[config.mk]
export PLATFORM = sky130hd
export DESIGN_NAME = multicycle_ctrl_flat
export DESIGN_NICKNAME = d
export VERILOG_FILES = /design/src/rtl/multicycle_ctrl_if.sv /design/src/rtl/multicycle_ctrl.sv /design/src/flat_wrapper.sv
export SDC_FILE = /design/constraint.sdc
export NUM_CORES = 1
export LEC_CHECK = 0
export ABC_AREA = 1
export ABC_CLOCK_PERIOD_IN_PS = 2350
export BUFFER_PORTS_ARGS = -buffer_cell sky130_fd_sc_hd__buf_2
export CORE_UTILIZATION = 30
export CTS_BUF_LIST = sky130_fd_sc_hd__clkbuf_8
export CTS_CLUSTER_SIZE = 24
export DETAILED_ROUTE_END_ITERATION = 10
export GPL_ROUTABILITY_DRIVEN = 0
export PLACE_DENSITY = 0.6
export SLEW_MARGIN = 10
export SYNTH_ARGS = -nofsm -noshare
export SYNTH_HDL_FRONTEND = slang
export SYNTH_SLANG_ARGS = --single-unit
[constraint.sdc]
create_clock -name clk -period 2.35 [get_ports clk]
set_input_delay 0.3525 -clock clk [delete_from_list [all_inputs] [get_ports clk]]
set_output_delay 0.3525 -clock clk [all_outputs]
set_load 0.01 [all_outputs]
[src/rtl/multicycle_ctrl_if.sv]
// Memory handshake between the multicycle sequencer (master) and the
// single-ported memory (slave).
interface multicycle_ctrl_if;
  logic mem_req;
  logic mem_we;
  logic addr_sel;
  logic mem_ready;

  modport master (
    output mem_req,
    output mem_we,
    output addr_sel,
    input  mem_ready
  );

  modport slave (
    input  mem_req,
    input  mem_we,
    input  addr_sel,
    output mem_ready
  );
endinterface

[src/rtl/multicycle_ctrl.sv]
// Multi-cycle FETCH/DECODE/EXEC/MEM/WB sequencer for the femtoRV32 datapath,
// with memory-timeout and illegal-opcode detection and a retire counter.
module multicycle_ctrl #(
  parameter int unsigned TIMEOUT = 15
) (
  input  logic        clk,
  input  logic        rst,
  input  logic        run,
  input  logic [6:0]  opcode,
  multicycle_ctrl_if.master bus,
  output logic        ir_load,
  output logic        alu_load,
  output logic        mdr_load,
  output logic        pc_load,
  output logic        rf_we,
  output logic        wb_sel,
  output logic [2:0]  state,
  output logic        busy,
  output logic        bus_err,
  output logic        illegal,
  output logic [31:0] instr_count
);

  typedef enum logic [2:0] {
    S_IDLE   = 3'd0,
    S_FETCH  = 3'd1,
    S_DECODE = 3'd2,
    S_EXEC   = 3'd3,
    S_MEM    = 3'd4,
    S_WB     = 3'd5,
    S_HALT   = 3'd6
  } state_t;

  localparam logic [6:0] OP_LOAD   = 7'b0000011;
  localparam logic [6:0] OP_STORE  = 7'b0100011;
  localparam logic [6:0] OP_BRANCH = 7'b1100011;
  localparam logic [6:0] OP_SYSTEM = 7'b1110011;
  localparam logic [7:0] LP_WAIT_LAST = 8'(TIMEOUT - 1);

  state_t      r_state;
  state_t      w_next;
  logic [7:0]  r_wait;
  logic [7:0]  w_wait_next;
  logic        r_bus_err;
  logic        r_illegal;
  logic [31:0] r_instr_count;

  logic w_mem_req, w_mem_we, w_addr_sel;
  logic w_ir_load, w_alu_load, w_mdr_load, w_pc_load, w_rf_we, w_wb_sel;
  logic w_set_bus_err, w_set_illegal;
  logic w_is_load, w_is_store, w_is_branch, w_is_system, w_legal;

  assign w_is_load   = (opcode == OP_LOAD);
  assign w_is_store  = (opcode == OP_STORE);
  assign w_is_branch = (opcode == OP_BRANCH);
  assign w_is_system = (opcode == OP_SYSTEM);
  assign w_legal     = opcode inside {7'b0110011, 7'b0010011, 7'b0000011,
                                      7'b0100011, 7'b1100011, 7'b1101111,
                                      7'b1100111, 7'b0110111, 7'b0010111};

  always_comb begin
    w_next        = r_state;
    w_wait_next   = '0;
    w_mem_req     = 1'b0;
    w_mem_we      = 1'b0;
    w_addr_sel    = 1'b0;
    w_ir_load     = 1'b0;
    w_alu_load    = 1'b0;
    w_mdr_load    = 1'b0;
    w_pc_load     = 1'b0;
    w_rf_we       = 1'b0;
    w_wb_sel      = 1'b0;
    w_set_bus_err = 1'b0;
    w_set_illegal = 1'b0;
    case (r_state)
      S_IDLE: begin
        if (run) w_next = S_FETCH;
      end
      S_FETCH: begin
        w_mem_req = 1'b1;
        if (bus.mem_ready) begin
          w_ir_load = 1'b1;
          w_next    = S_DECODE;
        end else if (r_wait == LP_WAIT_LAST) begin
          w_set_bus_err = 1'b1;
          w_next        = S_HALT;
        end else begin
          w_wait_next = r_wait + 8'd1;
        end
      end
      S_DECODE: begin
        if (w_is_system) begin
          w_next = S_HALT;
        end else if (!w_legal) begin
          w_set_illegal = 1'b1;
          w_next        = S_HALT;
        end else begin
          w_next = S_EXEC;
        end
      end
      S_EXEC: begin
        w_alu_load = 1'b1;
        if (w_is_load || w_is_store) begin
          w_next = S_MEM;
        end else if (w_is_branch) begin
          w_pc_load = 1'b1;
          w_next    = run ? S_FETCH : S_IDLE;
        end else begin
          w_next = S_WB;
        end
      end
      S_MEM: begin
        w_mem_req  = 1'b1;
        w_addr_sel = 1'b1;
        w_mem_we   = w_is_store;
        // Ready wins over the timeout compare, matching FETCH.
        if (bus.mem_ready) begin
          if (w_is_load) begin
            w_mdr_load = 1'b1;
            w_next     = S_WB;
          end else begin
            w_pc_load = 1'b1;
            w_next    = run ? S_FETCH : S_IDLE;
          end
        end else if (r_wait == LP_WAIT_LAST) begin
          w_set_bus_err = 1'b1;
          w_next        = S_HALT;
        end else begin
          w_wait_next = r_wait + 8'd1;
        end
      end
      S_WB: begin
        w_rf_we   = 1'b1;
        w_pc_load = 1'b1;
        w_wb_sel  = w_is_load;
        w_next    = run ? S_FETCH : S_IDLE;
      end
      S_HALT: begin
        w_next = S_HALT;
      end
      default: begin
        w_next = S_IDLE;
      end
    endcase
  end

  always_ff @(posedge clk) begin
    if (rst) begin
      r_state       <= S_IDLE;
      r_wait        <= '0;
      r_bus_err     <= 1'b0;
      r_illegal     <= 1'b0;
      r_instr_count <= '0;
    end else begin
      r_state <= w_next;
      r_wait  <= w_wait_next;
      if (w_set_bus_err) r_bus_err <= 1'b1;
      if (w_set_illegal) r_illegal <= 1'b1;
      if (w_pc_load)     r_instr_count <= r_instr_count + 32'd1;
    end
  end

  // Strobes are masked by rst so the reset cycle itself issues nothing.
  assign bus.mem_req  = w_mem_req  & ~rst;
  assign bus.mem_we   = w_mem_we   & ~rst;
  assign bus.addr_sel = w_addr_sel & ~rst;
  assign ir_load      = w_ir_load  & ~rst;
  assign alu_load     = w_alu_load & ~rst;
  assign mdr_load     = w_mdr_load & ~rst;
  assign pc_load      = w_pc_load  & ~rst;
  assign rf_we        = w_rf_we    & ~rst;
  assign wb_sel       = w_wb_sel   & ~rst;
  assign busy         = ~rst & (r_state != S_IDLE) & (r_state != S_HALT);

  assign state       = r_state;
  assign bus_err     = r_bus_err;
  assign illegal     = r_illegal;
  assign instr_count = r_instr_count;

endmodule

[src/flat_wrapper.sv]
// flat-port wrapper written by rule: the top's interface ports become plain ports
module multicycle_ctrl_flat 
#(
  parameter int unsigned TIMEOUT = 15
)
  (clk, rst, run, opcode, ir_load, alu_load, mdr_load, pc_load, rf_we, wb_sel, state, busy, bus_err, illegal, instr_count, bus_mem_req, bus_mem_we, bus_addr_sel, bus_mem_ready);
  multicycle_ctrl_if bus_i ();
  input  logic clk;
  input  logic rst;
  input  logic run;
  input  logic [6:0] opcode;
  output logic ir_load;
  output logic alu_load;
  output logic mdr_load;
  output logic pc_load;
  output logic rf_we;
  output logic wb_sel;
  output logic [2:0] state;
  output logic busy;
  output logic bus_err;
  output logic illegal;
  output logic [31:0] instr_count;
  output wire logic [$bits(bus_i.mem_req)-1:0] bus_mem_req;
  output wire logic [$bits(bus_i.mem_we)-1:0] bus_mem_we;
  output wire logic [$bits(bus_i.addr_sel)-1:0] bus_addr_sel;
  input wire logic [$bits(bus_i.mem_ready)-1:0] bus_mem_ready;
  assign bus_mem_req = bus_i.mem_req;
  assign bus_mem_we = bus_i.mem_we;
  assign bus_addr_sel = bus_i.addr_sel;
  assign bus_i.mem_ready = bus_mem_ready;
  multicycle_ctrl #(.TIMEOUT(TIMEOUT)) u_core (.clk(clk), .rst(rst), .run(run), .opcode(opcode), .bus(bus_i), .ir_load(ir_load), .alu_load(alu_load), .mdr_load(mdr_load), .pc_load(pc_load), .rf_we(rf_we), .wb_sel(wb_sel), .state(state), .busy(busy), .bus_err(bus_err), .illegal(illegal), .instr_count(instr_count));
endmodule
==> results_dict.tcl, run 1 <==
set metrics [dict create \
    status "completed" \
    clock-sinks 45 \
    dieArea_um2 9911 \
    cap_violations 0 \
    clk_pin_slew_ns 0.10 \
    ys.flop_type "dfxtp_1" \
    timing.rr.start "u_core.instr_count[0]" \
    cpPeakStageDelay_ns 0.47 \
    grt_overflow 0 \
    critPathMaxFanout 16 \
    cts-root-buf "clkbuf_8" \
    r2r-end "u_core.instr_count[22]" \
    hold_violations 0 \
    holdCritPathClass "in -> reg" \
    pwr-share-comb 0.160 \
    required_ns 2.00 \
    max_freq_mhz 485.4 \
    grt_util_all_layers 0.1630 \
    cts_resized 0 \
    dr.first_iter.drc_count 170 \
    vdd_drop_max_mv 0.2347 \
    r2r_setup_slack_ns 0.59 \
    skew_ns 0.008320 \
    hp-start "rst" \
    placedCellCount 666 \
    clkPwrFrac 0.331 \
    syn-mean-instance-area_um2 5.863 \
    ys_types 29 \
    placed_area_um2 3264 \
    fp-row-count 35 \
    cp.arrival_ns 1.71 \
    worstMarginPinSlew_ns 0.5056 \
    leakage_nw 1.446 \
    finalNonFillerCells 674 \
    cts_tree "done" \
    dieWidth_um 99.56 \
    holdPathStages 2 \
    io_buffers 57 \
    period_needed_ns 2.060 \
    power_frac_seq 0.508 \
    cts_buffer_depth 2 \
    rsz0062_at_grt "false" \
    routed_wirelength_um 7724 \
    async_flop_share 0 \
    crit_type "reg -> out" \
    setup_ws_ns 0.2899 \
    dp_slack_ns 0.5734 \
    p_switching_mw 0.5118 \
    holdPathEnd "u_core.instr_count[17]" \
    cts_hold_buffers 0 \
    synthesis.nets 501 \
    syn_inst 487 \
    powerDensity_nw_per_um2 474.9 \
    multi_input_area_um2 1665 \
    antenna_cells 0 \
    synth_top_area_share 0.3155 \
    finalSetupViolCount 0 \
    pin_count 58 \
    internal_power_mw 1.084 \
    syn_area_um2 2855 \
    crit_chain "nand2_1 -> nor2_2 -> nand3_2 -> nand3_4 -> inv_2 -> nor2_1 -> buf_2" \
    drive_above_1_share 0.1486 \
    die_h_um 99.56 \
    grt_pass1_wl_um 13120 \
    synth_edf_count 0 \
    grt_max_degree 24 \
    cts_buffers 5 \
    startpoint_type "flip-flop" \
    seqCellArea_um2 900.9 \
    start_util 0.3090 \
    drtPass1Iterations 4 \
    fin_crit_sh 0.8766 \
    n_fill_cell 1014 \
    yosysTopAreaCell "dfxtp_1" \
    fin_tns_setup_ns 0 \
    ys_seq_area_frac 0.3155 \
    synth.ff_latch_count 45 \
    switching_share 0.3208 \
    end_kind "output pin" \
    syn_to_final_growth_pct 17.66 \
    wire_per_inst_um 11.46 \
    nets 558 \
    slew_violations 0 \
    core_area_um2 9240 \
    post-route-drc-count 0 \
    cts_max_level 2 \
    relSlewSlack 0.6626 \
    post_cts_buffers 0 \
    antenna_found_initial 0 \
    grt_pass1_vias 2950 \
    design_area_um2 3359 \
    ant_nets 0 \
    clk_latency_ns 0.31 \
    dr_total_vias 3101 \
    yosysWarnings 0 \
    r2r_cells 9 \
    viasPerCell 4.601 \
    synthTopCellsByArea "dfxtp_1 32%, nand2_1 22%, nor2_1 12%, inv_1 7.5%, a21oi_1 6.1%" \
    dp_hpwl_um 6000 \
    worst_path_max_delay_cell "dfxtp_1" \
]
## synth_stat cells, drive strengths merged (4+ instances only)
library cell and instances:
a21oi 35, buf 7, clkbuf 4, dfxtp 45
inv 59, nand2 167, nand3 33, nand4 6
nor2 94, nor3 8, o21ai 5, xor2 8
## routing by layer
metal	vias up	share of wire	track usage
met5	-	0	0
met4	0	0.017	0.04751
met3	18	0.057	0.03654
met2	99	0.46	0.2906
met1	1350	0.47	0.1950
li1	1634	-	-
## metrics by stage
stage / util / power (mW) / hold slack [ns]
2_1_floorplan: - / 1.007 / 0.4297
3_3_place_gp: 0.3533 / 1.081 / 0.4411
3_5_place_dp: 0.3533 / 1.084 / 0.4473
4_1_cts: 0.3636 / 1.610 / 0.3606
5_1_grt: 0.3636 / 1.676 / 0.3908
6_report: 0.3636 / 1.595 / 0.3742
## worst max path at each step
stage / end / cells past startpoint / from / slack [ns]
after floorplan: pc_load / 7 / u_core.state[0] / 0.69
after global placement: pc_load / 10 / opcode[2] / 0.60
after detailed placement: u_core.instr_count[16] / 11 / opcode[3] / 0.57
after CTS: pc_load / 7 / u_core.state[0] / 0.27
after global routing: pc_load / 8 / u_core.state[0] / 0.13
final: pc_load / 7 / u_core.state[0] / 0.29
## placed cells by master, fill, tap and decap left out, types with 2 or more instances in the layout
cell / n
nor4_1: 2
ha_1: 3
nand3_2: 2
inv_2: 2
o211ai_1: 2
nor2_1: 88
nor3_1: 8
clkbuf_8: 5
buf_2: 57
a21oi_1: 35
buf_4: 4
xor2_1: 8
o21ai_0: 5
nand2_1: 167
nand3b_1: 2
nor3b_1: 2
dfxtp_1: 45
clkinv_4: 2
inv_1: 57
nor2_2: 5
nand4_1: 6
nand3_1: 30
## sequential cells by signal, summed over array words and instances, names as in the netlist
signal	cells
u_core.r_wait	8
u_core.illegal	1
u_core.instr_count	32
u_core.bus_err	1
u_core.state	3
## power by group through the flow
| stage | combinational, mW | clock [mW] | sequential (mW) |
|---|---|---|---|
| 2_1_floorplan | 0.176 | 0 | 0.831 |
| 3_3_place_gp | 0.253 | 0 | 0.828 |
| 3_5_place_dp | 0.255 | 0 | 0.829 |
| 4_1_cts | 0.256 | 0.543 | 0.811 |
| 5_1_grt | 0.291 | 0.570 | 0.815 |
| 6_report | 0.256 | 0.528 | 0.811 |
## layout make-up
class                   instances  area share
flip-flops and latches         45      0.2682
repair buffers                 61     0.09385
inverters                      59     0.06592
clock buffers                   5     0.02048
clock inverters                 3    0.007821
well taps                     129     0.04804
multi-input cells             372      0.4957
## logic make-up after synthesis
logic type               count (synthesis)  synth area share
AO/OA/AOI/OAI                           45           0.08239
adder cells (fa/ha/maj)                  3           0.01315
buffers and inverters                   70            0.1012
XOR/XNOR                                 9           0.02761
AND/OR/NAND/NOR                        315            0.4601
flip-flops                              45            0.3155
## critical path, delay by kind of cell, from the launching register on
| family | cells | cell delay [ns] |
|---|---|---|
| AND/OR/NAND/NOR | 5 | 0.74 |
| buffers and inverters | 2 | 0.19 |
| flip-flops | 1 | 0.47 |
No activity file was read; power rests on OpenSTA's default activity.
==> inputs of run 2 (changes only) <==
==> constraint.sdc (replaced) <==
create_clock -name clk -period 2.35 [get_ports clk]
set_input_delay 0.3525 -clock clk [delete_from_list [all_inputs] [get_ports clk]]
set_output_delay 0.3525 -clock clk [all_outputs]
set_load 0.02 [all_outputs]
==> results_dict.tcl, run 2 (same netlist as run 1, synthesis figures left out) <==
set metrics [dict create \
    hold_violations 0 \
    die_h_um 99.56 \
    hp-start "bus_mem_ready" \
    n_fill_cell 1006 \
    setup_ws_ns 0.2017 \
    dieArea_um2 9911 \
    post_cts_buffers 0 \
    cts_buffers 5 \
    holdCritPathClass "in -> reg" \
    fin_crit_sh 0.9142 \
    cts_max_level 2 \
    finalNonFillerCells 674 \
    vdd_drop_max_mv 0.2322 \
    skew_ns 0.003745 \
    cp.arrival_ns 1.80 \
    fin_hold_ws_ns 0.4002 \
    grt_max_degree 20 \
    post-route-util 0.3626 \
    slew_violations 0 \
    fin_tns_setup_ns 0 \
    routed_wirelength_um 7910 \
    finalSetupViolCount 0 \
    worstMarginPinSlew_ns 0.4968 \
    status "completed" \
    start_util 0.3090 \
    max_freq_mhz 465.5 \
    critPathMaxFanout 14 \
    nets 558 \
    timing.rr.start "u_core.state[0]" \
    seqCellArea_um2 900.9 \
    pin_count 58 \
    grt_util_all_layers 0.1647 \
    relSlewSlack 0.6684 \
    grt_overflow 0 \
    dieWidth_um 99.56 \
    cts_buffer_depth 2 \
    leakage_nw 1.441 \
    grt_pass1_wl_um 13250 \
    wire_per_inst_um 11.74 \
    fp-row-count 35 \
    post-route-drc-count 0 \
    startpoint_type "flip-flop" \
    dp_slack_ns 0.5390 \
    cap_violations 0 \
    r2r-end "u_core.instr_count[22]" \
    cts_resized 0 \
    clock-sinks 45 \
    clk_latency_ns 0.30 \
    power_mw 1.569 \
    syn_to_final_growth_pct 17.35 \
    grt_pass1_vias 2881 \
    multi_input_area_um2 1665 \
    dr_total_vias 3122 \
    r2r_setup_slack_ns 0.56 \
    io_buffers 57 \
    ant_nets 0 \
    drtPass1Iterations 4 \
    placedCellCount 666 \
    powerDensity_nw_per_um2 468.1 \
    clk_pin_slew_ns 0.09 \
    layout_commonest_cell "nand2_1" \
    viasPerCell 4.632 \
    placed_area_um2 3264 \
    required_ns 2.00 \
    cts_hold_buffers 0 \
    design_area_um2 3351 \
    crit_type "reg -> out" \
    dp_hpwl_um 6022 \
    core_area_um2 9240 \
    final_cell_mix "167 x nand2_1, 88 x nor2_1, 57 x inv_1, 57 x buf_2, 45 x dfxtp_1" \
    dr.first_iter.drc_count 137 \
    period_needed_ns 2.148 \
    cts-root-buf "clkbuf_8" \
    holdPathStages 3 \
    cts_tree "done" \
    largest_reg_flops 32 \
    drive_above_1_share 0.1486 \
    r2r_cells 9 \
    rsz0062_at_grt "false" \
    holdPathEnd "u_core.state[1]" \
    antenna_found_initial 0 \
    antenna_cells 0 \
    end_kind "output pin" \
]
[run 2: changes by cell type in the layout (fill, tap and decap cells not counted), sizes merged]
cell / previous run / this run
inv: 60 / 59
clkinvlp: 0 / 1
[run 2: area by class of cell]
type / count / area share
clock inverters: 3 / 0.005228
well taps: 129 / 0.04817
flip-flops and latches: 45 / 0.2689
clock buffers: 5 / 0.02054
multi-input cells: 372 / 0.4970
repair buffers: 61 / 0.09410
inverters: 59 / 0.06609
[run 2: report_power, final]
part / switching (mW) / internal [mW] / leakage [nW] / total [mW]
registers: 0.0317 / 0.781 / 0.363 / 0.813
logic: 0.193 / 0.0850 / 1.03 / 0.278
clock network: 0.272 / 0.206 / 0.0439 / 0.477
total: 0.497 / 1.07 / 1.44 / 1.57
[run 2: worst max path at each step]
stage                                        to  cells past startpoint  slack [ns]       startpoint
after floorplan                         pc_load                      7        0.49  u_core.state[0]
after global placement                  pc_load                      7        0.59  u_core.state[0]
after detailed placement  u_core.instr_count[9]                     11        0.54        opcode[2]
after CTS                               pc_load                      7        0.22  u_core.state[0]
after global routing                    pc_load                      8        0.11  u_core.state[0]
final                                   pc_load                      7        0.20  u_core.state[0]
[run 2: critical path: stages (launching register included)]
cell	delay [ns]
dfxtp_1	0.49
nand2_1	0.16
nor2_2	0.20
nand3_2	0.12
nand3_4	0.18
inv_2	0.05
nor2_1	0.10
buf_2	0.18
[run 2: layer usage]
layer	global-route usage	share of wire
met5	0	0
met2	0.2821	0.47
met1	0.2105	0.47
met4	0.03846	0.0082
met3	0.03584	0.056
==> inputs of run 3 (changes only) <==
--- a/config.mk
+++ b/config.mk
@@ -9,10 +9,10 @@
 export ABC_CLOCK_PERIOD_IN_PS = 2350
 export BUFFER_PORTS_ARGS = -buffer_cell sky130_fd_sc_hd__buf_2
-export CORE_UTILIZATION = 30
+export CORE_UTILIZATION = 61
 export CTS_BUF_LIST = sky130_fd_sc_hd__clkbuf_8
 export CTS_CLUSTER_SIZE = 24
 export DETAILED_ROUTE_END_ITERATION = 10
 export GPL_ROUTABILITY_DRIVEN = 0
-export PLACE_DENSITY = 0.6
+export PLACE_DENSITY = 0.95
 export SLEW_MARGIN = 10
 export SYNTH_ARGS = -nofsm -noshare
==> constraint.sdc (replaced) <==
create_clock -name clk -period 2.35 [get_ports clk]
set_input_delay 0.235 -clock clk [delete_from_list [all_inputs] [get_ports clk]]
set_output_delay 0.235 -clock clk [all_outputs]
set_load 0.02 [all_outputs]
==> results_dict.tcl, run 3 (same netlist as run 1, synthesis figures left out) <==
set metrics [dict create \
    fin_tns_setup_ns 0 \
    largest_reg_flops 32 \
    cts_buffers 5 \
    period_needed_ns 2.180 \
    cts_hold_buffers 0 \
    cp_num_buf_inv 2 \
    setup_ws_ns 0.1704 \
    grt_pass1_wl_um 12340 \
    crit_type "reg -> out" \
    holdCritPathClass "in -> reg" \
    final_cell_mix "167 x nand2_1, 88 x nor2_1, 58 x inv_1" \
    required_ns 2.12 \
    cts_max_level 2 \
    status "completed" \
    critPathTopFamily "simple AND/OR/NAND/NOR gates" \
    pin_count 58 \
    grt_util_all_layers 0.3043 \
    vdd_drop_max_mv 0.4603 \
    antenna_found_initial 0 \
    r2r_cells 9 \
    dr.first_iter.drc_count 273 \
    end_kind "output pin" \
    critPathLaunch "u_core.state[0]" \
    post-route-drc-count 0 \
    clk_pin_slew_ns 0.09 \
    fp-row-count 24 \
    hp-start "bus_mem_ready" \
    cap_violations 0 \
    clk_latency_ns 0.30 \
    dr_wl_met3_um 553 \
    grt_pass1_vias 2959 \
    post_cts_buffers 0 \
    nets 556 \
    cts_buffer_depth 2 \
    drtPass1Iterations 5 \
    leakage_nw 1.437 \
    crit_chain "nor2_1 -> nand2_1 -> nor2_2 -> nand2_1 -> nand3_4 -> inv_2 -> nor2_1 -> buf_2" \
    post-route-util 0.7330 \
    wire_per_inst_um 12.16 \
    clock-sinks 45 \
    skew_ns 0.008598 \
    holdPathStages 3 \
    hold_violations 0 \
    drive_above_1_share 0.1436 \
    dp_slack_ns 0.4851 \
    routed_wirelength_um 7237 \
    routedLengthMet1_um 3150 \
    cts-root-buf "clkbuf_8" \
    dieWidth_um 70.42 \
    syn_to_final_growth_pct 13.32 \
    max_freq_mhz 458.8 \
    viasPerCell 5.418 \
    cts_resized 0 \
    start_util 0.6468 \
    critical_path_depth 8 \
    dieArea_um2 4958 \
    startpoint_type "flip-flop" \
    grt_overflow 0 \
    topRoutingLayerUsed "met4" \
    ant_nets 0 \
    dr_total_vias 3224 \
    io_buffers 57 \
    wl_met2_um 3380 \
    rsz0062_at_grt "false" \
    worst_path_max_delay_cell "dfxtp_1" \
    die_h_um 70.42 \
    worstMarginPinSlew_ns 0.5048 \
    placed_area_um2 3153 \
    critPathMaxFanout 22 \
    dp_hpwl_um 5451 \
    slew_violations 0 \
    grt_max_degree 24 \
    fin_crit_sh 0.9275 \
    cts_tree "done" \
    relSlewSlack 0.6631 \
    finalSetupViolCount 0 \
    layout_commonest_cell "nand2_1" \
    timing.rr.start "u_core.instr_count[0]" \
    powerDensity_nw_per_um2 478.2 \
    antenna_cells 0 \
    cp.arrival_ns 1.94 \
    core_area_um2 4414 \
    cpPeakStageDelay_ns 0.44 \
    design_area_um2 3236 \
]
## run 3: cell types whose count changed in the layout (fill, tap and decap cells not counted), sizes merged
cell / delta
clkinvlp: -1
buf: -2
inv: +1
## run 3: layout make-up
class | instances | area (µm²)
clock buffer | 5 | 68.82
clock inverter | 3 | 13.76
fill | 378 | 1179
inverter | 59 | 221.5
multi-input combinational | 372 | 1665
sequential | 45 | 900.9
tap | 52 | 65.06
timing repair buffer | 59 | 300.3
## run 3: worst min-delay path, cell delays in order
cell	delay [ns]
buf_2	0.13
nand2_1	0.10
a31oi_1	0.08
## run 3: stage by stage
stage | std cells | hold WS, ns | power (mW)
after floorplan | 487 | 0.4232 | 1.029
after global placement | 587 | 0.4398 | 1.087
after detailed placement | 587 | 0.4436 | 1.094
after CTS | 595 | 0.2784 | 1.549
after global routing | 595 | 0.2860 | 1.615
final | 595 | 0.2881 | 1.547
## run 3: power by group
part           total (mW)  internal [mW]  switching [mW]
sequential          0.808          0.781          0.0271
clock               0.466          0.202           0.263
combinational       0.274         0.0809           0.193
## run 3: path summary, 6_finish.rpt
check	slack, ns	end
min reg2reg	0.45	u_core.illegal
max reg2reg	0.48	u_core.instr_count[22]
min	0.29	u_core.state[1]
max	0.17	pc_load
## run 3: per-layer routing
metal,GRT usage,up-vias
li1,-,1627
met1,0.3921,1424
met2,0.5026,154
met3,0.04906,19
met4,0.1244,0
met5,0,-
